$ cat config.mk
export PLATFORM = sky130hd
export DESIGN_NAME = ps2_keymap
export DESIGN_NICKNAME = d
export VERILOG_FILES = /design/src/rtl/ps2_keymap_pkg.sv /design/src/rtl/ps2_keymap_fifo.sv /design/src/rtl/ps2_keymap.sv
export SDC_FILE = /design/constraint.sdc
export NUM_CORES = 1
export LEC_CHECK = 0
export CAP_MARGIN = 20
export CORE_MARGIN = 2
export CORE_UTILIZATION = 50
export CTS_CLUSTER_DIAMETER = 200
export DETAILED_ROUTE_END_ITERATION = 8
export DONT_BUFFER_PORTS = 1
export HOLD_SLACK_MARGIN = 0.02
export SETUP_SLACK_MARGIN = 0.3
export SYNTH_ARGS = -nofsm -noshare
export SYNTH_HDL_FRONTEND = slang
export SYNTH_SLANG_ARGS = --single-unit
$ cat constraint.sdc
create_clock -name clk -period 3.7 [get_ports clk]
set_clock_uncertainty 0.15 [all_clocks]
set_input_delay 0.74 -clock clk [delete_from_list [all_inputs] [get_ports clk]]
set_output_delay 0.74 -clock clk [all_outputs]
set_load 0.005 [all_outputs]
$ cat src/rtl/ps2_keymap_pkg.sv
`default_nettype none
// ============================================================================
//  Module      : ps2_keymap_pkg
//  Description : Shared constants for the PS/2 set-2 to Hack keycode
//                translator: scan-code bytes, Hack keycodes, decode states.
//  Revision    : 1.0  initial release
// ============================================================================
package ps2_keymap_pkg;

    // PS/2 set-2 scan codes with special meaning to the decoder
    localparam logic [7:0] SC_EXT    = 8'hE0;
    localparam logic [7:0] SC_BRK    = 8'hF0;
    localparam logic [7:0] SC_LSHIFT = 8'h12;
    localparam logic [7:0] SC_RSHIFT = 8'h59;
    localparam logic [7:0] SC_CTRL   = 8'h14;
    localparam logic [7:0] SC_CAPS   = 8'h58;

    // Hack platform keycodes for non-printing keys
    localparam logic [7:0] HK_ENTER     = 8'd128;
    localparam logic [7:0] HK_BACKSPACE = 8'd129;
    localparam logic [7:0] HK_LEFT      = 8'd130;
    localparam logic [7:0] HK_UP        = 8'd131;
    localparam logic [7:0] HK_RIGHT     = 8'd132;
    localparam logic [7:0] HK_DOWN      = 8'd133;
    localparam logic [7:0] HK_HOME      = 8'd134;
    localparam logic [7:0] HK_END       = 8'd135;
    localparam logic [7:0] HK_PGUP      = 8'd136;
    localparam logic [7:0] HK_PGDN      = 8'd137;
    localparam logic [7:0] HK_INSERT    = 8'd138;
    localparam logic [7:0] HK_DELETE    = 8'd139;
    localparam logic [7:0] HK_ESC       = 8'd140;
    localparam logic [7:0] HK_F1        = 8'd141;
    localparam logic [7:0] HK_F12       = 8'd152;

    // Prefix-tracking decoder states
    typedef enum logic [1:0] {
        ST_IDLE    = 2'd0,
        ST_EXT     = 2'd1,
        ST_BRK     = 2'd2,
        ST_EXT_BRK = 2'd3
    } kb_state_t;

endpackage
`default_nettype wire

$ cat src/rtl/ps2_keymap_fifo.sv
`default_nettype none
// ============================================================================
//  Module      : ps2_keymap_fifo
//  Description : Synchronous first-word-fall-through FIFO. The head entry is
//                presented on dout whenever the FIFO is non-empty (zero when
//                empty). A push while full is accepted only if a pop happens
//                in the same cycle; a pop while empty is ignored.
//  Ports       : clk, rst_n (async active-low), push/din, pop/dout,
//                full, empty
//  Revision    : 1.0  initial release
// ============================================================================
module ps2_keymap_fifo #(
    parameter int DEPTH = 8,
    parameter int WIDTH = 8
) (
    input  logic             clk,
    input  logic             rst_n,
    input  logic             push,
    input  logic [WIDTH-1:0] din,
    input  logic             pop,
    output logic [WIDTH-1:0] dout,
    output logic             full,
    output logic             empty
);

    localparam int AW = (DEPTH > 1) ? $clog2(DEPTH) : 1;

    logic [WIDTH-1:0] r_mem [DEPTH];
    logic [AW-1:0]    r_wr_ptr;
    logic [AW-1:0]    r_rd_ptr;
    logic [AW:0]      r_count;
    logic             w_push;
    logic             w_pop;

    assign full   = (r_count == (AW+1)'(DEPTH));
    assign empty  = (r_count == '0);
    assign w_pop  = pop & ~empty;
    // When full, a same-cycle pop frees the slot being written.
    assign w_push = push & (~full | w_pop);
    assign dout   = empty ? '0 : r_mem[r_rd_ptr];

    // Pointers are log2(DEPTH) wide, so they wrap modulo DEPTH naturally.
    always_ff @(posedge clk or negedge rst_n) begin
        if (!rst_n) begin
            r_wr_ptr <= '0;
            r_rd_ptr <= '0;
            r_count  <= '0;
        end else begin
            if (w_push) r_wr_ptr <= r_wr_ptr + 1'b1;
            if (w_pop)  r_rd_ptr <= r_rd_ptr + 1'b1;
            case ({w_push, w_pop})
                2'b10:   r_count <= r_count + 1'b1;
                2'b01:   r_count <= r_count - 1'b1;
                default: r_count <= r_count;
            endcase
        end
    end

    // Storage needs no reset: dout is masked while empty.
    always_ff @(posedge clk) begin
        if (w_push) r_mem[r_wr_ptr] <= din;
    end

endmodule
`default_nettype wire

$ cat src/rtl/ps2_keymap.sv
`default_nettype none
// ============================================================================
//  Module      : ps2_keymap
//  Description : PS/2 set-2 scan-code to Hack keycode translator. Tracks the
//                E0/F0 prefixes, shift/ctrl/caps-lock, maps make events to
//                Hack keycodes and queues them in an output FIFO.
//  Ports       : clk, rst_n (async active-low)
//                scan_ready/scan_code  byte strobe from the PS/2 receiver
//                out_valid/out_code/out_ready  keycode stream (FWFT)
//                overflow  one-cycle pulse when a keycode is dropped
//                mods      {caps_lock, ctrl, shift}
//                key_held  keycode of the key currently down
//  Options     : KEYMAP_HOLD_EN  enables the held-key register; when
//                undefined key_held is tied to zero.
//  Revision    : 1.0  initial release
// ============================================================================
module ps2_keymap
    import ps2_keymap_pkg::*;
#(
    parameter int FIFO_DEPTH = 8,
    parameter int CODE_W     = 8
) (
    input  logic              clk,
    input  logic              rst_n,
    input  logic              scan_ready,
    input  logic [7:0]        scan_code,
    output logic              out_valid,
    output logic [CODE_W-1:0] out_code,
    input  logic              out_ready,
    output logic              overflow,
    output logic [2:0]        mods,
    output logic [CODE_W-1:0] key_held
);

    // ---------------- lookup tables ----------------
    // Letters return lower case; case conversion is applied by the caller.
    function automatic logic [7:0] f_letter(input logic [7:0] sc);
        logic [7:0] k;
        k = 8'd0;
        case (sc)
            8'h1C: k = "a";  8'h32: k = "b";  8'h21: k = "c";  8'h23: k = "d";
            8'h24: k = "e";  8'h2B: k = "f";  8'h34: k = "g";  8'h33: k = "h";
            8'h43: k = "i";  8'h3B: k = "j";  8'h42: k = "k";  8'h4B: k = "l";
            8'h3A: k = "m";  8'h31: k = "n";  8'h44: k = "o";  8'h4D: k = "p";
            8'h15: k = "q";  8'h2D: k = "r";  8'h1B: k = "s";  8'h2C: k = "t";
            8'h3C: k = "u";  8'h2A: k = "v";  8'h1D: k = "w";  8'h22: k = "x";
            8'h35: k = "y";  8'h1A: k = "z";
            default: k = 8'd0;
        endcase
        return k;
    endfunction

    // Digits, punctuation, keypad and function keys (non-extended codes).
    function automatic logic [7:0] f_main(input logic [7:0] sc, input logic shift);
        logic [7:0] k;
        k = 8'd0;
        case (sc)
            8'h16: k = shift ? "!"  : "1";
            8'h1E: k = shift ? "@"  : "2";
            8'h26: k = shift ? "#"  : "3";
            8'h25: k = shift ? "$"  : "4";
            8'h2E: k = shift ? "%"  : "5";
            8'h36: k = shift ? "^"  : "6";
            8'h3D: k = shift ? "&"  : "7";
            8'h3E: k = shift ? "*"  : "8";
            8'h46: k = shift ? "("  : "9";
            8'h45: k = shift ? ")"  : "0";
            8'h0E: k = shift ? "~"  : 8'h60;
            8'h4E: k = shift ? "_"  : "-";
            8'h55: k = shift ? "+"  : "=";
            8'h54: k = shift ? "{"  : "[";
            8'h5B: k = shift ? "}"  : "]";
            8'h5D: k = shift ? "|"  : "\\";
            8'h4C: k = shift ? ":"  : ";";
            8'h52: k = shift ? "\"" : "'";
            8'h41: k = shift ? "<"  : ",";
            8'h49: k = shift ? ">"  : ".";
            8'h4A: k = shift ? "?"  : "/";
            8'h29: k = " ";
            // keypad: fixed glyphs regardless of shift
            8'h70: k = "0";  8'h69: k = "1";  8'h72: k = "2";  8'h7A: k = "3";
            8'h6B: k = "4";  8'h73: k = "5";  8'h74: k = "6";  8'h6C: k = "7";
            8'h75: k = "8";  8'h7D: k = "9";  8'h71: k = ".";  8'h7C: k = "*";
            8'h79: k = "+";  8'h7B: k = "-";
            8'h5A: k = HK_ENTER;
            8'h66: k = HK_BACKSPACE;
            8'h76: k = HK_ESC;
            // function keys have scattered set-2 codes
            8'h05: k = HK_F1;
            8'h06: k = HK_F1 + 8'd1;
            8'h04: k = HK_F1 + 8'd2;
            8'h0C: k = HK_F1 + 8'd3;
            8'h03: k = HK_F1 + 8'd4;
            8'h0B: k = HK_F1 + 8'd5;
            8'h83: k = HK_F1 + 8'd6;
            8'h0A: k = HK_F1 + 8'd7;
            8'h01: k = HK_F1 + 8'd8;
            8'h09: k = HK_F1 + 8'd9;
            8'h78: k = HK_F1 + 8'd10;
            8'h07: k = HK_F12;
            default: k = 8'd0;
        endcase
        return k;
    endfunction

    // E0-prefixed navigation keys.
    function automatic logic [7:0] f_ext(input logic [7:0] sc);
        logic [7:0] k;
        k = 8'd0;
        case (sc)
            8'h6B: k = HK_LEFT;    8'h75: k = HK_UP;
            8'h74: k = HK_RIGHT;   8'h72: k = HK_DOWN;
            8'h6C: k = HK_HOME;    8'h69: k = HK_END;
            8'h7D: k = HK_PGUP;    8'h7A: k = HK_PGDN;
            8'h70: k = HK_INSERT;  8'h71: k = HK_DELETE;
            8'h5A: k = HK_ENTER;   8'h4A: k = "/";
            default: k = 8'd0;
        endcase
        return k;
    endfunction

    // ---------------- prefix decoder ----------------
    kb_state_t r_state;
    kb_state_t w_next_state;
    logic      w_ev_valid;
    logic      w_ev_brk;
    logic      w_ev_ext;

    always_ff @(posedge clk or negedge rst_n) begin
        if (!rst_n) r_state <= ST_IDLE;
        else        r_state <= w_next_state;
    end

    always_comb begin
        w_next_state = r_state;
        w_ev_valid   = 1'b0;
        w_ev_brk     = 1'b0;
        w_ev_ext     = 1'b0;
        if (scan_ready) begin
            case (r_state)
                ST_IDLE: begin
                    if (scan_code == SC_EXT)      w_next_state = ST_EXT;
                    else if (scan_code == SC_BRK) w_next_state = ST_BRK;
                    else                          w_ev_valid   = 1'b1;
                end
                ST_EXT: begin
                    if (scan_code == SC_BRK) begin
                        w_next_state = ST_EXT_BRK;
                    end else begin
                        w_next_state = ST_IDLE;
                        w_ev_valid   = 1'b1;
                        w_ev_ext     = 1'b1;
                    end
                end
                ST_BRK: begin
                    // "F0 E0" is malformed: abandon the sequence.
                    w_next_state = ST_IDLE;
                    w_ev_valid   = (scan_code != SC_EXT);
                    w_ev_brk     = 1'b1;
                end
                ST_EXT_BRK: begin
                    w_next_state = ST_IDLE;
                    w_ev_valid   = (scan_code != SC_EXT) && (scan_code != SC_BRK);
                    w_ev_brk     = 1'b1;
                    w_ev_ext     = 1'b1;
                end
                default: w_next_state = ST_IDLE;
            endcase
        end
    end

    // ---------------- modifiers and keycode mapping ----------------
    logic       r_lshift, r_rshift, r_ctrl, r_caps_lock, r_caps_down;
    logic       r_push_valid;
    logic [7:0] r_push_code;
    logic       w_shift;
    logic       w_is_shift, w_is_ctrl, w_is_caps, w_is_mod;
    logic [7:0] w_letter;
    logic [7:0] w_key;

    assign w_shift    = r_lshift | r_rshift;
    assign w_is_shift = !w_ev_ext && (scan_code == SC_LSHIFT || scan_code == SC_RSHIFT);
    assign w_is_ctrl  = (scan_code == SC_CTRL);
    assign w_is_caps  = !w_ev_ext && (scan_code == SC_CAPS);
    assign w_is_mod   = w_is_shift | w_is_ctrl | w_is_caps;
    assign w_letter   = f_letter(scan_code);

    always_comb begin
        w_key = 8'd0;
        if (w_ev_ext)
            w_key = f_ext(scan_code);
        else if (w_letter != 8'd0)
            w_key = (w_shift ^ r_caps_lock) ? (w_letter - 8'd32) : w_letter;
        else
            w_key = f_main(scan_code, w_shift);
    end

    always_ff @(posedge clk or negedge rst_n) begin
        if (!rst_n) begin
            r_lshift     <= 1'b0;
            r_rshift     <= 1'b0;
            r_ctrl       <= 1'b0;
            r_caps_lock  <= 1'b0;
            r_caps_down  <= 1'b0;
            r_push_valid <= 1'b0;
            r_push_code  <= 8'd0;
        end else begin
            r_push_valid <= 1'b0;
            if (w_ev_valid) begin
                if (w_is_shift) begin
                    if (scan_code == SC_LSHIFT) r_lshift <= !w_ev_brk;
                    else                        r_rshift <= !w_ev_brk;
                end else if (w_is_ctrl) begin
                    r_ctrl <= !w_ev_brk;
                end else if (w_is_caps) begin
                    // Typematic repeats of the caps key must not re-toggle.
                    if (w_ev_brk) begin
                        r_caps_down <= 1'b0;
                    end else begin
                        if (!r_caps_down) r_caps_lock <= ~r_caps_lock;
                        r_caps_down <= 1'b1;
                    end
                end else if (!w_ev_brk) begin
                    r_push_valid <= (w_key != 8'd0);
                    r_push_code  <= w_key;
                end
            end
        end
    end

    assign mods = {r_caps_lock, r_ctrl, w_shift};

    // ---------------- output FIFO ----------------
    logic w_full;
    logic w_empty;

    ps2_keymap_fifo #(
        .DEPTH (FIFO_DEPTH),
        .WIDTH (CODE_W)
    ) u_fifo (
        .clk   (clk),
        .rst_n (rst_n),
        .push  (r_push_valid),
        .din   (CODE_W'(r_push_code)),
        .pop   (out_ready),
        .dout  (out_code),
        .full  (w_full),
        .empty (w_empty)
    );

    assign out_valid = ~w_empty;
    // Mirrors the FIFO's own drop condition.
    assign overflow  = r_push_valid & w_full & ~(out_valid & out_ready);

    // ---------------- held key ----------------
`ifdef KEYMAP_HOLD_EN
    logic [7:0] r_held_code;
    logic [7:0] r_held_sc;
    logic       r_held_ext;

    always_ff @(posedge clk or negedge rst_n) begin
        if (!rst_n) begin
            r_held_code <= 8'd0;
            r_held_sc   <= 8'd0;
            r_held_ext  <= 1'b0;
        end else if (w_ev_valid && !w_is_mod) begin
            if (!w_ev_brk) begin
                r_held_code <= w_key;
                r_held_sc   <= scan_code;
                r_held_ext  <= w_ev_ext;
            end else if (scan_code == r_held_sc && w_ev_ext == r_held_ext) begin
                r_held_code <= 8'd0;
            end
        end
    end

    assign key_held = CODE_W'(r_held_code);
`else
    assign key_held = '0;
`endif

endmodule
`default_nettype wire
==> results.txt, run 1 <==
Final Cycle Share -> 0.885
Synth area leaders -> edfxtp_1, dfrtp_1, mux4_2, ha_1, nand2_1
GR Util met3 -> 0.0474
NetSw -> 1.02 mW
Final ANT Viol Nets -> 0
clock network power share -> 0.267
synth warn -> 0
grt ovf -> 0
relative slew slack -> 0.469
Die H -> 112 µm
synth cell count leaders -> edfxtp_1, nand2_1, nor2_1, a21oi_1
Reg-to-Reg Start -> r_rshift$_DFFE_PN0P_
starting density of the core -> 0.510
register area share after synthesis -> 0.444
post-DP HPWL -> 11,500 µm
H-tree levels -> 3
number of flops mapped to enable cells by yosys -> 64
clk sinks -> 90
Num CTS Buffers -> 9
FILL cells -> 998
Inserted Diodes -> 0
HP Class -> input pin to async pin
met1 usage -> 0.315
Layout Cells excl Fill -> 716
vias per cell -> 6.47
M2 GR Usage -> 0.437
Initial DRC Count -> 477
crit end category -> flop
Hold Fails Final Rpt -> 0
Mapped Cells -> 555
core area -> 11,400 µm²
Tmin final -> 3.27 ns
path depth of the worst reg2reg path -> 9
Syn Std Cell Area -> 5790 µm²
fin util -> 0.563
global-route wire length before repair -> 25,400 µm
per-cell routed wire length -> 22.2 µm
RSZ-0062 raised after global routing -> no
switching share of power -> 0.308
Pint -> 2.29 mW
GPL Wtd Cong -> 1.03
CP required -> 3.76 ns
initial antenna violation count -> 0
Die W -> 112 µm
Cell Rows -> 39
Slowest cell on crit path -> or4_1
Synth-to-Final Area Change -> 10.4%
status -> complete, no violations
post-synth top area share -> 0.332
worst hold margin -> 0.0705 ns
top_reg_cell synth -> edfxtp_1
Post-synth ARST share -> 0.289
CTS max path bufs -> 2
worst-margin pin slew -> 0.794 ns
crit path kind -> input pin to flop
Worst-path clk slew -> 0.06 ns
I/O pin count -> 33
most frequent cell after synthesis -> edfxtp_1
FF-to-FF setup slack -> 0.45 ns
root buffer cell -> clkbuf_16
largest net degree at the start of global routing -> 50
worst path arrival time -> 3.33 ns
Sequential Power Share -> 0.441
VDD IR max -> 0.453 mV
worst-path fanout max -> 21
busiest grt layer -> met2
startpoint types -> input pin
DP Cell Count -> 699
TritonRoute pass-1 iters -> 5
synth unique cells -> 76
critical path cell sequence -> inv_2 > ha_2 > buf_12 > nand3_2 > nor2_1 > or3_1 > a41oi_1 > o211ai_1 > o311ai_1 > a31oi_1 > or4_1 > o41a_1
CP peak stage delay -> 0.54 ns
PortBufs -> 0
DR vias -> 4,629
largest area contributor in the netlist -> edfxtp_1
critical path depth -> 12
Worst R2R End -> r_push_valid$_DFF_PN0_
Total GRT Usage -> 0.262
DRC -> 0
layout cells sized above 1 -> 0.188
worst path bufs/invs -> 2
Pleak -> 2.37 nW
die area -> 12,500 µm²
Max Transition Viols Final -> 0
DRT Wirelength -> 15,900 µm
nets -> 595
number of global-route vias before repair -> 4,658
clk_lat worst skew -> 0.33 ns
Power Density -> 517 nW/µm²
FF+latch count, synth -> 90
CP delay by family, top -> compound AO/OA/AOI/OAI gates
Gate power share -> 0.291
Setup Viol. Count Final -> 0
fmax -> 306 MHz
CTS tree -> yes
Syn Area/Cell -> 10.4 µm²
Max-cap violations -> 0
## how the worst max path moves through the flow
stage                    startpoint                      to
6_report               scan_code[1]  r_push_valid$_DFF_PN0_
5_1_grt        r_rshift$_DFFE_PN0P_  r_push_valid$_DFF_PN0_
4_1_cts                scan_code[1]  r_push_valid$_DFF_PN0_
3_5_place_dp           scan_code[1]  r_push_valid$_DFF_PN0_
3_3_place_gp           scan_code[1]  r_push_valid$_DFF_PN0_
2_1_floorplan          scan_code[5]  r_push_valid$_DFF_PN0_
## routing by layer
metal,wire (µm),part of all wire
met3,964,0.061
met4,952,0.060
met2,7750,0.49
met1,6220,0.39
met5,0,0
## cell usage in the layout, fill, tap and decap left out, types with 6 or more instances in the layout
master,n
conb_1,8
o21ai_0,26
o211ai_1,6
nand2_1,44
nor3_1,13
inv_1,17
mux4_2,16
dfrtp_1,26
nand3_1,13
clkbuf_16,9
edfxtp_1,64
mux2_2,10
mux2i_1,12
a31oi_1,11
xnor2_1,6
nor2b_1,11
nand2b_1,17
o22ai_1,9
a311oi_1,6
a21oi_1,30
ha_1,11
nand3b_1,8
buf_4,45
nor2_1,40
## cell families after synthesis
group,share of synthesized area
buffers and inverters,0.0689
AO/OA/AOI/OAI,0.158
other,0.000647
XOR/XNOR,0.0151
flip-flops,0.444
adder cells (fa/ha/maj),0.0337
AND/OR/NAND/NOR,0.177
multiplexers,0.102
## state kept, by name, summed over array words and instances, names as in the netlist
signal	count
r_push_valid	1
u_fifo.r_rd_ptr	3
r_caps_down	1
u_fifo.r_wr_ptr	3
r_push_code	8
u_fifo.r_count	4
r_lshift	1
r_ctrl	1
u_fifo.r_mem	64
r_caps_lock	1
r_state	2
r_rshift	1
## area by class of cell
class	count	area, µm²	area share
Tap cell	143	179	0.0280
Clock buffer	9	225	0.0352
Inverter	21	78.8	0.0123
Multi-Input combinational cell	399	2900	0.453
Clock inverter	7	67.6	0.0106
Timing Repair Buffer	47	378	0.0591
Sequential cell	90	2570	0.402
## per-stage QoR
step                      setup TNS, ns  area (µm²)  power [mW]  worst slack, ns
after global routing                  0        6400        3.51            0.305
after floorplan                       0        5870        2.22            0.257
after detailed placement        -0.0449        6050        2.44          -0.0449
after CTS                             0        6370        3.34            0.393
final                                 0        6400        3.30            0.427
after global placement          -0.0423        6050        2.41          -0.0423
## power groups by stage
stage	sequential (mW)	clock, mW	combinational, mW
after detailed placement	1.48	0	0.957
after global placement	1.47	0	0.940
after floorplan	1.38	0	0.835
after CTS	1.46	0.905	0.969
final	1.46	0.884	0.963
after global routing	1.49	0.946	1.07
## what timing repair did
action,CTS,global route
buffers inserted,0,0
hold endpoints to repair,26,0
setup endpoints to repair,1,1
pin swaps,0,1
hold buffers,1,0
resized for setup,1,5
Note: power is estimated with default switching activity, not from simulation.
==> inputs of run 2 (changes only) <==
Settings changed: HOLD_SLACK_MARGIN 0.02 to default.
==> results of run 2 <==
Same layout as run 1: the final DEF is identical, and so are final timing and power.
